--- src/rtl/btn_pkg.sv ---
// Shared constants and width helper for the button conditioning front end.
package btn_pkg;

    localparam int DEBOUNCE_CYCLES_DEF = 500000;
    localparam int REPEAT_CYCLES_DEF   = 25000000;
    localparam int NUM_CHAN            = 2;

    // Smallest width w (at least 1) with 2**w >= n.
    function automatic int btn_w(input int n);
        int w;
        w = 1;
        while ((1 << w) < n) w++;
        return w;
    endfunction

endpackage

--- src/rtl/debounce_chan.sv ---
// One button channel: two-flop synchroniser, stability counter, stable level and rise qualify.
module debounce_chan
    import btn_pkg::*;
#(
    parameter int DEBOUNCE_CYCLES = DEBOUNCE_CYCLES_DEF,
    parameter int CNT_W           = btn_w(DEBOUNCE_CYCLES)
) (
    input  logic clk,
    input  logic i_rst,
    input  logic i_raw,
    output logic o_level,
    output logic o_rise
);

    localparam logic [CNT_W-1:0] CNT_MAX = CNT_W'(DEBOUNCE_CYCLES - 1);

    logic             r_s1;
    logic             r_s2;
    logic             r_stable;
    logic [CNT_W-1:0] r_cnt;
    logic             w_qualify;

    assign w_qualify = (r_s2 != r_stable) && (r_cnt >= CNT_MAX);

    always_ff @(posedge clk) begin
        if (i_rst) begin
            r_s1     <= 1'b0;
            r_s2     <= 1'b0;
            r_stable <= 1'b0;
            r_cnt    <= '0;
        end else begin
            r_s1 <= i_raw;
            r_s2 <= r_s1;
            // Any return to the stable value throws the partial count away.
            if (r_s2 == r_stable) begin
                r_cnt <= '0;
            end else if (w_qualify) begin
                r_stable <= r_s2;
                r_cnt    <= '0;
            end else begin
                r_cnt <= r_cnt + 1'b1;
            end
        end
    end

    assign o_level = r_stable;
    assign o_rise  = w_qualify && r_s2;

endmodule

--- src/rtl/btn_debounce_pulse.sv ---
// Two-button debounce with registered press pulses; btn0 wins simultaneous pulses.
// Auto-repeat of held buttons is built only when BTN_REPEAT_EN is defined.
module btn_debounce_pulse
    import btn_pkg::*;
#(
    parameter int DEBOUNCE_CYCLES = DEBOUNCE_CYCLES_DEF,
`ifdef BTN_REPEAT_EN
    parameter int REPEAT_CYCLES   = REPEAT_CYCLES_DEF,
`endif
    parameter int CNT_W           = btn_w(DEBOUNCE_CYCLES)
) (
    input  logic clk,
    input  logic RST_BTN,
    input  logic btn0_raw,
    input  logic btn1_raw,
    output logic btn0,
    output logic btn1,
    output logic btn0_level,
    output logic btn1_level
);

    logic [NUM_CHAN-1:0] w_raw;
    logic [NUM_CHAN-1:0] w_level;
    logic [NUM_CHAN-1:0] w_rise;
    logic [NUM_CHAN-1:0] w_req;
    logic [NUM_CHAN-1:0] r_pulse;

    assign w_raw = {btn1_raw, btn0_raw};

    for (genvar g = 0; g < NUM_CHAN; g++) begin : g_chan
        debounce_chan #(
            .DEBOUNCE_CYCLES (DEBOUNCE_CYCLES),
            .CNT_W           (CNT_W)
        ) u_chan (
            .clk     (clk),
            .i_rst   (RST_BTN),
            .i_raw   (w_raw[g]),
            .o_level (w_level[g]),
            .o_rise  (w_rise[g])
        );
    end

`ifdef BTN_REPEAT_EN
    localparam int               RPT_W   = btn_w(REPEAT_CYCLES);
    localparam logic [RPT_W-1:0] RPT_MAX = RPT_W'(REPEAT_CYCLES - 1);

    logic [RPT_W-1:0]    r_rcnt [NUM_CHAN];
    logic [NUM_CHAN-1:0] w_fire;

    // Counter starts at 0 on the press edge, so the first repeat lands REPEAT_CYCLES later.
    always_ff @(posedge clk) begin
        for (int i = 0; i < NUM_CHAN; i++) begin
            if (RST_BTN || !w_level[i] || (r_rcnt[i] == RPT_MAX)) begin
                r_rcnt[i] <= '0;
            end else begin
                r_rcnt[i] <= r_rcnt[i] + 1'b1;
            end
        end
    end

    always_comb begin
        w_fire = '0;
        for (int i = 0; i < NUM_CHAN; i++) begin
            w_fire[i] = w_level[i] && (r_rcnt[i] == RPT_MAX);
        end
    end

    assign w_req = w_rise | w_fire;
`else
    assign w_req = w_rise;
`endif

    always_ff @(posedge clk) begin
        if (RST_BTN) begin
            r_pulse <= '0;
        end else begin
            r_pulse[0] <= w_req[0];
            r_pulse[1] <= w_req[1] & ~w_req[0];
        end
    end

    assign btn0       = r_pulse[0];
    assign btn1       = r_pulse[1];
    assign btn0_level = w_level[0];
    assign btn1_level = w_level[1];

endmodule

--- config.mk ---
export PLATFORM = sky130hd
export DESIGN_NAME = btn_debounce_pulse
export DESIGN_NICKNAME = d
export VERILOG_FILES = /design/src/rtl/btn_pkg.sv /design/src/rtl/debounce_chan.sv /design/src/rtl/btn_debounce_pulse.sv
export SDC_FILE = /design/constraint.sdc
export NUM_CORES = 1
export LEC_CHECK = 0
export ABC_AREA = 1
export CORE_UTILIZATION = 60
export DETAILED_ROUTE_END_ITERATION = 10
export PLACE_DENSITY = 0.85
export SETUP_SLACK_MARGIN = 0.3
export SYNTH_ARGS = -nofsm -noshare
export SYNTH_HDL_FRONTEND = slang
export SYNTH_SLANG_ARGS = --single-unit
--- constraint.sdc ---
create_clock -name clk -period 1.6 [get_ports clk]
set_input_delay 0.32 -clock clk [delete_from_list [all_inputs] [get_ports clk]]
set_output_delay 0.32 -clock clk [all_outputs]
set_load 0.01 [all_outputs]
==> results of run 1 <==
flip-flops by register name, summed over array words and instances (netlist names):
| name | cells |
|---|---|
| g_chan.u_chan.o_level | 2 |
| r_pulse | 2 |
| g_chan.u_chan.r_cnt | 38 |
| g_chan.u_chan.r_s1 | 2 |
| g_chan.u_chan.r_s2 | 2 |
worst max-delay path: cells and delay by family (launching register included):
kind          cells  cell delay, ps
xor+xnor          1             200
flops             1             390
buf+inv           2             140
simple gates      4             660
fa+ha+maj         1             150
layer usage:
metal / wire [um] / up-vias / part of all wire (%)
li1: - / 1132 / -
met1: 2980 / 1177 / 37
met2: 3720 / 207 / 47
met3: 746 / 67 / 9.4
met4: 513 / 0 / 6.4
met5: 0 / - / 0
final timing paths:
check / end / slack (ps) / cells past startpoint
setup reg to reg: g_chan[1].u_chan.r_cnt[12] / -3 / 8
hold / removal: g_chan[0].u_chan.r_s2 / 420 / 2
hold reg to reg: g_chan[0].u_chan.r_s2 / 420 / 2
setup / recovery: g_chan[1].u_chan.r_cnt[12] / -3 / 8
final cells by class:
type,instances,share of cell area [%]
clock buffers,6,2.93
clock inverters,2,1.21
inverters,46,5.40
multi-input cells,246,48.3
flip-flops and latches,46,30.2
well taps,48,1.88
repair buffers,36,10.0
synthesized netlist by cell type:
cell | n | area, sq um
sky130_fd_sc_hd__a21oi_2 | 1 | 8.76
sky130_fd_sc_hd__nor2_4 | 4 | 45.0
sky130_fd_sc_hd__nor2_1 | 83 | 312
sky130_fd_sc_hd__a21oi_1 | 9 | 45.0
sky130_fd_sc_hd__nand2_2 | 3 | 18.8
sky130_fd_sc_hd__buf_6 | 2 | 22.5
sky130_fd_sc_hd__nand3_1 | 20 | 100
sky130_fd_sc_hd__nor3_2 | 2 | 20.0
sky130_fd_sc_hd__nor3_1 | 5 | 25.0
sky130_fd_sc_hd__ha_1 | 2 | 25.0
sky130_fd_sc_hd__nand2_1 | 59 | 221
sky130_fd_sc_hd__xnor2_1 | 6 | 52.6
sky130_fd_sc_hd__xor2_1 | 19 | 166
sky130_fd_sc_hd__clkbuf_1 | 1 | 3.75
sky130_fd_sc_hd__and2_1 | 1 | 6.26
sky130_fd_sc_hd__o21ai_0 | 3 | 15.0
sky130_fd_sc_hd__or2_2 | 1 | 6.26
sky130_fd_sc_hd__nand4_1 | 12 | 75.1
sky130_fd_sc_hd__dfxtp_1 | 46 | 921
sky130_fd_sc_hd__inv_2 | 2 | 7.51
sky130_fd_sc_hd__nand3_2 | 2 | 20.0
sky130_fd_sc_hd__inv_1 | 44 | 165
sky130_fd_sc_hd__nor2_2 | 6 | 37.5
sky130_fd_sc_hd__buf_2 | 2 | 10.0
sky130_fd_sc_hd__nand2_4 | 2 | 22.5
power breakdown:
group | internal (mW) | total, mW | switching, mW
logic | 0.0245 | 0.0636 | 0.0391
registers | 1.14 | 1.14 | 0.00563
clock network | 0.563 | 0.987 | 0.423
total | 1.73 | 2.19 | 0.468
stage by stage:
| step | instance area (sq um) | hold slack [ps] | utilization [%] | power, mW |
|---|---|---|---|---|
| after CTS | 2970 | 411 | 79.9 | 2.18 |
| after detailed placement | 2530 | 398 | 68.0 | 1.21 |
| final | 3200 | 419 | 86.1 | 2.19 |
| after floorplan | 2410 | 388 | - | 1.20 |
| after global routing | 3200 | 425 | 86.1 | 2.25 |
| after global placement | 2530 | 392 | 68.0 | 1.21 |
cell families after synthesis:
logic type / after synthesis / synth area share [%]
AOI/OAI and AO/OA: 13 / 2.93
DFF: 46 / 39.1
buffers and inverters: 51 / 8.88
xor gates and xnor gates: 25 / 9.31
and+or+nand+nor: 200 / 38.7
adders and majority gates: 2 / 1.06
repair_timing:
item / 4_1_cts / 5_1_grt
gates resized for setup: 42 / 43
pin swaps: 18 / 14
buffers inserted: 18 / 7
endpoints found under the setup margin: 45 / 42
cloned: 3 / 3
==> reports/summary.md, run 1 <==
• 1 — total of endpoints with negative setup slack in the final report
• 7 — IO buf count
• 36.0% — layout overhead on the synthesized area
• 38.0% — GR Util met1
• sky130_fd_sc_hd__nor2_1 (56), sky130_fd_sc_hd__nand2_1 (54), sky130_fd_sc_hd__inv_1 (42) — commonest cells after routing, fill and taps aside
• 0 — cts hold-fix bufs
• 46 — CTS sink cnt
• 22 — Placement Rows
• 390 ps — delay of the slowest cell on the worst path
• 64.6 um — Die Span Y
• 1840 ps — data required time at the worst endpoint
• 6.01 — via density per instance
• 39.1% — register area share after synthesis
• 686 mW/mm^2 — power density over the cells
• 73.5% — max-slew headroom at the worst pin
• 90 ps — clock-pin slew reported for the worst setup and hold paths after clock tree synthesis
• ha_4, nand3_4, inv_2, nand4_1, nor2_1, xor2_1, inv_1, nor2_1 — worst-path cell chain
• sky130_fd_sc_hd__nor2_1 — most prevalent standard cell on the critical path
• 10000 um — first-pass GRT wire length
• 0 — global-route congestion overflow total
• 8.52 ps — Post-Route Skew
• done — TritonCTS clock tree
• 967 sq um — area occupied by registers
• sky130_fd_sc_hd__dfxtp_4 — Worst path slowest cell
• 6.98 sq um — mean instance size in the synthesized netlist
• 0.899 — placer's final routability congestion estimate
• 6 — length of the first detailed-routing pass in iterations
• 64.6 um — x dimension of the die
• sky130_fd_sc_hd__nor2_1 — most common cell after layout, fill and taps aside
• 0.00418 sq mm — die area
• 0.00155 sq mm — combined area of the multi-input logic cells
• 0.00235 sq mm — synthesized area
• flip-flop to flip-flop — critical path type
• 0 — remaining antenna violation count after routing
• 397 ps — transition time of the tightest slew-check pin
• 0 — DR DRC count
• 2 — maximum clock insertion buffer count
• 1600 ps — Tmin final
• 3260 um — hpwl dp
• 391 — placed cell count
• 271 — Detailed Route Iter0 Violations
• 300 ps — clock latency reported for the late side of the worst-skew pair
• 624 MHz — maximum operating frequency
• 31.7% — Global Route Usage Sum
• 5 — number of buffers created by CTS
• -2.65 ps — final worst setup slack
• finished with violations — result of the run
• g_chan[1].u_chan.r_cnt[1] — startpoint of the lowest-slack register-to-register path
• 46 — total of flip-flops plus latches after synthesis
• -2.65 ps — Post-Route Setup TNS
• 2235 — vias in the first global route
• 1840 ps — CP arrival
• g_chan[1].u_chan.r_cnt[1] — crit path from
• 0 — final count of pins violating max slew
• 0 — antenna violations before repair
• 63.3% — initial core utilization
• 0.670 mV — highest ir drop seen on vdd
• 343 — synthesized net count
• 100% — final worst-path cycle share
• 25 — count of unique library cells instantiated by Yosys
• 20 — pin count of the biggest net entering global routing
• 137 ps — pre-CTS WS
• sky130_fd_sc_hd__clkbuf_8 — buffer cell driving the clock tree root
• 173 — number of fillers in the final layout
• 0 — antenna diode count
• 4 — maximum fanout encountered on the critical timing path
• flip-flop — nature of the critical path startpoint
• setup timing — failing checks
• 5.28% — global routing met3 resource utilization
• 1.17 nW — P_leak
• 337 — number of standard cells after synthesis
• 33.8% — share of post-route cells with drive strength above 1
• flip-flop to flip-flop — Worst Hold Class
• 387 — Post-layout nets
• 7960 um — wire length after detailed routing
• flip-flop — kind of end point of the critical path
• g_chan[0].u_chan.r_s1 — worst hold start
• 8 — io pins
• 430 — Final Non-Filler Cells
• 53.8% — M2 GR Usage
• 0.00372 sq mm — core footprint
• 0 — Final Hold Vio Count
• 2583 — via count
• true — setup repair after global routing missed its margin
• 18.5 um — WL per Instance
• met2 — highest-utilization routing layer at the global route stage
• 2 — H-tree levels
• 0 — Yosys warnings
• 0 — number of violations of the max-capacitance limit
Note: power is estimated with default switching activity, not from simulation.
==> inputs of run 2 (changes only) <==
- CELL_PAD_IN_SITES_DETAIL_PLACEMENT: unset -> 1
- CELL_PAD_IN_SITES_GLOBAL_PLACEMENT: unset -> 2
- CORE_UTILIZATION: 60 -> 35
- PLACE_DENSITY: 0.85 -> 0.86
==> reports/summary.md, run 2 (synthesized netlist as in run 1, its figures left out) <==
• finished with violations — result of the run
• DRC — failing checks
• 370 ps — delay of the slowest cell on the worst path
• 50.4% — layout overhead on the synthesized area
• 310 ps — clock latency reported for the late side of the worst-skew pair
• 11400 um — first-pass GRT wire length
• 7 — IO buf count
• done — TritonCTS clock tree
• g_chan[0].u_chan.r_cnt[0] — crit path from
• 0 — remaining antenna violation count after routing
• 7 — length of the first detailed-routing pass in iterations
• 773 — number of fillers in the final layout
• 92.6% — final worst-path cycle share
• 0.841 — placer's final routability congestion estimate
• g_chan[1].u_chan.r_s1 — worst hold start
• 45.5% — share of post-route cells with drive strength above 1
• 3 — maximum fanout encountered on the critical timing path
• 303 ps — transition time of the tightest slew-check pin
• 0 — antenna diode count
• 46 — CTS sink cnt
• ha_4, nand2_2, nor2_4, nand2_2, nor2_4, nand2_2, nor2_4, xor2_1, nor2_1 — worst-path cell chain
• 90 ps — clock-pin slew reported for the worst setup and hold paths after clock tree synthesis
• sky130_fd_sc_hd__nor2_1 — most common cell after layout, fill and taps aside
• 1810 ps — data required time at the worst endpoint
• 2374 — via count
• 5.02 — via density per instance
• sky130_fd_sc_hd__nor2_1 (48), sky130_fd_sc_hd__nand2_1 (47), sky130_fd_sc_hd__inv_1 (39) — commonest cells after routing, fill and taps aside
• 0.00258 sq mm — post-place instance area
• sky130_fd_sc_hd__clkbuf_8 — buffer cell driving the clock tree root
• 0.00705 sq mm — die area
• 0 — final count of pins violating max slew
• flip-flop to flip-flop — Worst Hold Class
• sky130_fd_sc_hd__dfxtp_4 — Worst path slowest cell
• 104 — Detailed Route Iter0 Violations
• 0 — number of violations of the max-capacitance limit
• 0 — number of buffers and inverters on the critical path
• 675 MHz — maximum operating frequency
• 5 — number of buffers created by CTS
• 0 ps — Post-Route Setup TNS
• 15 — pin count of the biggest net entering global routing
• true — setup repair after global routing missed its margin
• flip-flop to flip-flop — critical path type
• 551 mW/mm^2 — power density over the cells
• 0 — antenna violations before repair
• 0 — cts hold-fix bufs
• g_chan[0].u_chan.r_cnt[0] — startpoint of the lowest-slack register-to-register path
• 0.425 mV — highest ir drop seen on vdd
• 0 — total of endpoints with negative setup slack in the final report
• 7.73 ps — Post-Route Skew
• 7760 um — wire length after detailed routing
• 4020 um — hpwl dp
• 2399 — vias in the first global route
• 16.4 um — WL per Instance
• 976 sq um — area occupied by registers
• 79.7% — max-slew headroom at the worst pin
• 0.00172 sq mm — combined area of the multi-input logic cells
• 36.6% — initial core utilization
• 20.7% — Global Route Usage Sum
• flip-flop — kind of end point of the critical path
• 2 — maximum clock insertion buffer count
• 1 — DR DRC count
• 84.0 um — Die Span Y
• 0 — global-route congestion overflow total
• 0.00354 sq mm — post-route cell area
• 401 — Post-layout nets
• 2 — H-tree levels
• 1.22 nW — P_leak
• g_chan.u_chan.r_cnt — register bank with the most flops
• simple AND/OR/NAND/NOR gates — cell type group with the largest total delay on the critical path
• 1700 ps — CP arrival
• 38 — Largest register FFs
• 0.00642 sq mm — core footprint
• flip-flop — nature of the critical path startpoint
• 0 — Final Hold Vio Count
• 8 — io pins
• 1480 ps — Tmin final
• 84.0 um — x dimension of the die
• 29 — Placement Rows
-- run 2: cell types whose count changed in the layout (fill, tap and decap cells not counted), sizes merged --
| cell | change |
|---|---|
| clkinv | +1 |
| buf | +14 |
| bufinv | -1 |
-- run 2: per-stage QoR --
stage	hold slack [ps]	power, mW	cells	setup slack (ps)	utilization, %
2_1_floorplan	388	1.20	337	267	-
3_3_place_gp	391	1.21	422	144	40.2
3_5_place_dp	399	1.21	422	91.4	40.2
4_1_cts	411	1.95	464	177	49.8
5_1_grt	433	2.02	473	17.3	55.1
6_report	419	1.95	473	119	55.1
-- run 2: what timing repair did --
item | CTS | global route
endpoints found under the setup margin | 46 | 43
gates cloned | 6 | 0
setup buffers | 28 | 9
resized for setup | 74 | 69
pin swaps | 25 | 29
-- run 2: cell type report --
class,count,area share [%]
Clock buffer,6,2.05
Clock inverter,2,0.389
Inverter,46,4.95
Multi-Input combinational cell,246,48.7
Sequential cell,46,27.6
Tap cell,77,2.72
Timing Repair Buffer,50,13.6
-- run 2: metal layers --
| layer | vias up | track usage [%] | wire [um] |
|---|---|---|---|
| li1 | 1162 | - | - |
| met1 | 1174 | 26.7 | 3370 |
| met2 | 25 | 35.7 | 4070 |
| met3 | 13 | 3.36 | 181 |
| met4 | 0 | 5.80 | 139 |
| met5 | - | 0 | 0 |
-- run 2: final timing paths --
check,endpoint,slack (ps),depth (start not counted)
min,g_chan[1].u_chan.r_s2,420,2
max reg2reg,g_chan[0].u_chan.r_cnt[16],120,9
min reg2reg,g_chan[1].u_chan.r_s2,420,2
max,g_chan[0].u_chan.r_cnt[16],120,9
-- run 2: tightest hold or removal path: cells and delay by family (launching register included) --
family        cells  cell delay, ps
buf+inv           1              40
flops             1             310
simple gates      1              30
-- run 2: where the power goes --
group | internal [mW] | total (mW) | switching [mW]
combinational | 0.0301 | 0.0711 | 0.0410
sequential | 1.14 | 1.14 | 0.00552
clock | 0.309 | 0.736 | 0.427
==> inputs of run 3 (changes only) <==
- PLACE_DENSITY: 0.86 -> unset
- PLACE_DENSITY_LB_ADDON: unset -> 0.08
==> reports/summary.md, run 3 (synthesized netlist as in run 1, its figures left out) <==
• completed — result of the run
• done — TritonCTS clock tree
• 160 ps — final worst setup slack
• flip-flop to flip-flop — Worst Hold Class
• 1630 ps — CP arrival
• sky130_fd_sc_hd__nor2_1 — most common cell after layout, fill and taps aside
• sky130_fd_sc_hd__clkbuf_8 — buffer cell driving the clock tree root
• 36.6% — initial core utilization
• 380 ps — delay of the slowest cell on the worst path
• 4 — length of the first detailed-routing pass in iterations
• ha_4, nand2_4, nor2_4, nand2_2, nor2_1, nand2_1, nand2_2, nor2_4, buf_12, nand2_8, nor2_1 — worst-path cell chain
• 0.00258 sq mm — post-place instance area
• 8 — io pins
• 0.771 — placer's final routability congestion estimate
• 38.1% — share of post-route cells with drive strength above 1
• 422 — placed cell count
• 411 ps — worst hold margin
• 38 — Largest register FFs
• true — setup repair after global routing missed its margin
• 0 — final count of pins violating max slew
• 52.6% — Core Util, Final
• 2 — maximum clock insertion buffer count
• 10800 um — first-pass GRT wire length
• 90 ps — clock-pin slew reported for the worst setup and hold paths after clock tree synthesis
• 0.00642 sq mm — core footprint
• 0.356 mV — highest ir drop seen on vdd
• 2 — H-tree levels
• 7 — IO buf count
• 300 ps — clock latency reported for the late side of the worst-skew pair
• 84.0 um — x dimension of the die
• 0 — cts hold-fix bufs
• 84.0 um — Die Span Y
• 0 — Final Hold Vio Count
• 4.80 — via density per instance
• 1.20 nW — P_leak
• 1 — number of buffers and inverters on the critical path
• flip-flop — nature of the critical path startpoint
• 43.7% — layout overhead on the synthesized area
• 14.2 um — WL per Instance
• 0 — antenna diode count
• 0 — number of violations of the max-capacitance limit
• flip-flop to flip-flop — critical path type
• 0 — antenna violations before repair
• 51 — Detailed Route Iter0 Violations
• 4070 um — hpwl dp
• 19.4% — Global Route Usage Sum
• 392 — Post-layout nets
• 2222 — via count
• 1440 ps — Tmin final
• 75.9% — max-slew headroom at the worst pin
• 0.00338 sq mm — post-route cell area
• 10 — maximum fanout encountered on the critical timing path
• 29 — Placement Rows
• 0 ps — Post-Route Setup TNS
• 0 — DR DRC count
• 0 — total of endpoints with negative setup slack in the final report
• sky130_fd_sc_hd__dfxtp_4 — Worst path slowest cell
• 622 mW/mm^2 — power density over the cells
• 360 ps — transition time of the tightest slew-check pin
• 0.00705 sq mm — die area
• g_chan.u_chan.r_cnt — register bank with the most flops
• 463 — Final Non-Filler Cells
• flip-flop — kind of end point of the critical path
• 0 — global-route congestion overflow total
• 46 — CTS sink cnt
• 2252 — vias in the first global route
• 2.10 mW — Power, Total
• 0 — remaining antenna violation count after routing
• 5 — number of buffers created by CTS
• 9.36 ps — Post-Route Skew
• sky130_fd_sc_hd__nor2_1 (54), sky130_fd_sc_hd__nand2_1 (49), sky130_fd_sc_hd__inv_1 (40) — commonest cells after routing, fill and taps aside
• 694 MHz — maximum operating frequency
• 20 — pin count of the biggest net entering global routing
• 6570 um — wire length after detailed routing
• simple AND/OR/NAND/NOR gates — cell type group with the largest total delay on the critical path
• 49.4 ps — pre-CTS WS
• 1790 ps — data required time at the worst endpoint
• 90.0% — final worst-path cycle share
run 3: power by group:
group	switching [mW]	total [mW]	internal, mW
clock network	0.404	0.905	0.501
logic	0.0341	0.0596	0.0255
registers	0.00491	1.14	1.13
total	0.443	2.10	1.66
run 3: area by class of cell:
| type | count | area [sq um] |
|---|---|---|
| Fill cell | 792 | 3040 |
| Multi-Input combinational cell | 244 | 1630 |
| Sequential cell | 46 | 976 |
| Timing Repair Buffer | 43 | 390 |
| Inverter | 46 | 178 |
| Tap cell | 77 | 96.3 |
| Clock buffer | 6 | 82.6 |
| Clock inverter | 1 | 30.0 |
run 3: metal layers:
| metal | track usage (%) | vias up | routed length [um] |
|---|---|---|---|
| li1 | - | 1149 | - |
| met1 | 26.9 | 1055 | 3260 |
| met2 | 31.4 | 16 | 3160 |
| met3 | 3.36 | 2 | 114 |
| met4 | 4.55 | 0 | 29 |
| met5 | 0 | - | 0 |
run 3: worst paths after layout:
path                        startpoint                    endpoint  slack (ps)  cells after the start
max          g_chan[0].u_chan.r_cnt[1]  g_chan[0].u_chan.r_cnt[15]         160                     11
min              g_chan[0].u_chan.r_s1       g_chan[0].u_chan.r_s2         410                      2
max reg2reg  g_chan[0].u_chan.r_cnt[1]  g_chan[0].u_chan.r_cnt[15]         160                     11
min reg2reg      g_chan[0].u_chan.r_s1       g_chan[0].u_chan.r_s2         410                      2
run 3: what timing repair did:
| action | CTS | global route |
|---|---|---|
| setup endpoints to repair | 46 | 42 |
| resized for setup | 65 | 57 |
| buffers inserted | 20 | 10 |
| pin swaps | 19 | 31 |
| endpoints found under the hold margin | 0 | 0 |
| cloned | 3 | 1 |
run 3: tightest hold or removal path, cell delays in order (launching register included):
cell                      delay [ps]
sky130_fd_sc_hd__dfxtp_1         310
sky130_fd_sc_hd__inv_1            40
sky130_fd_sc_hd__nor2_1           30
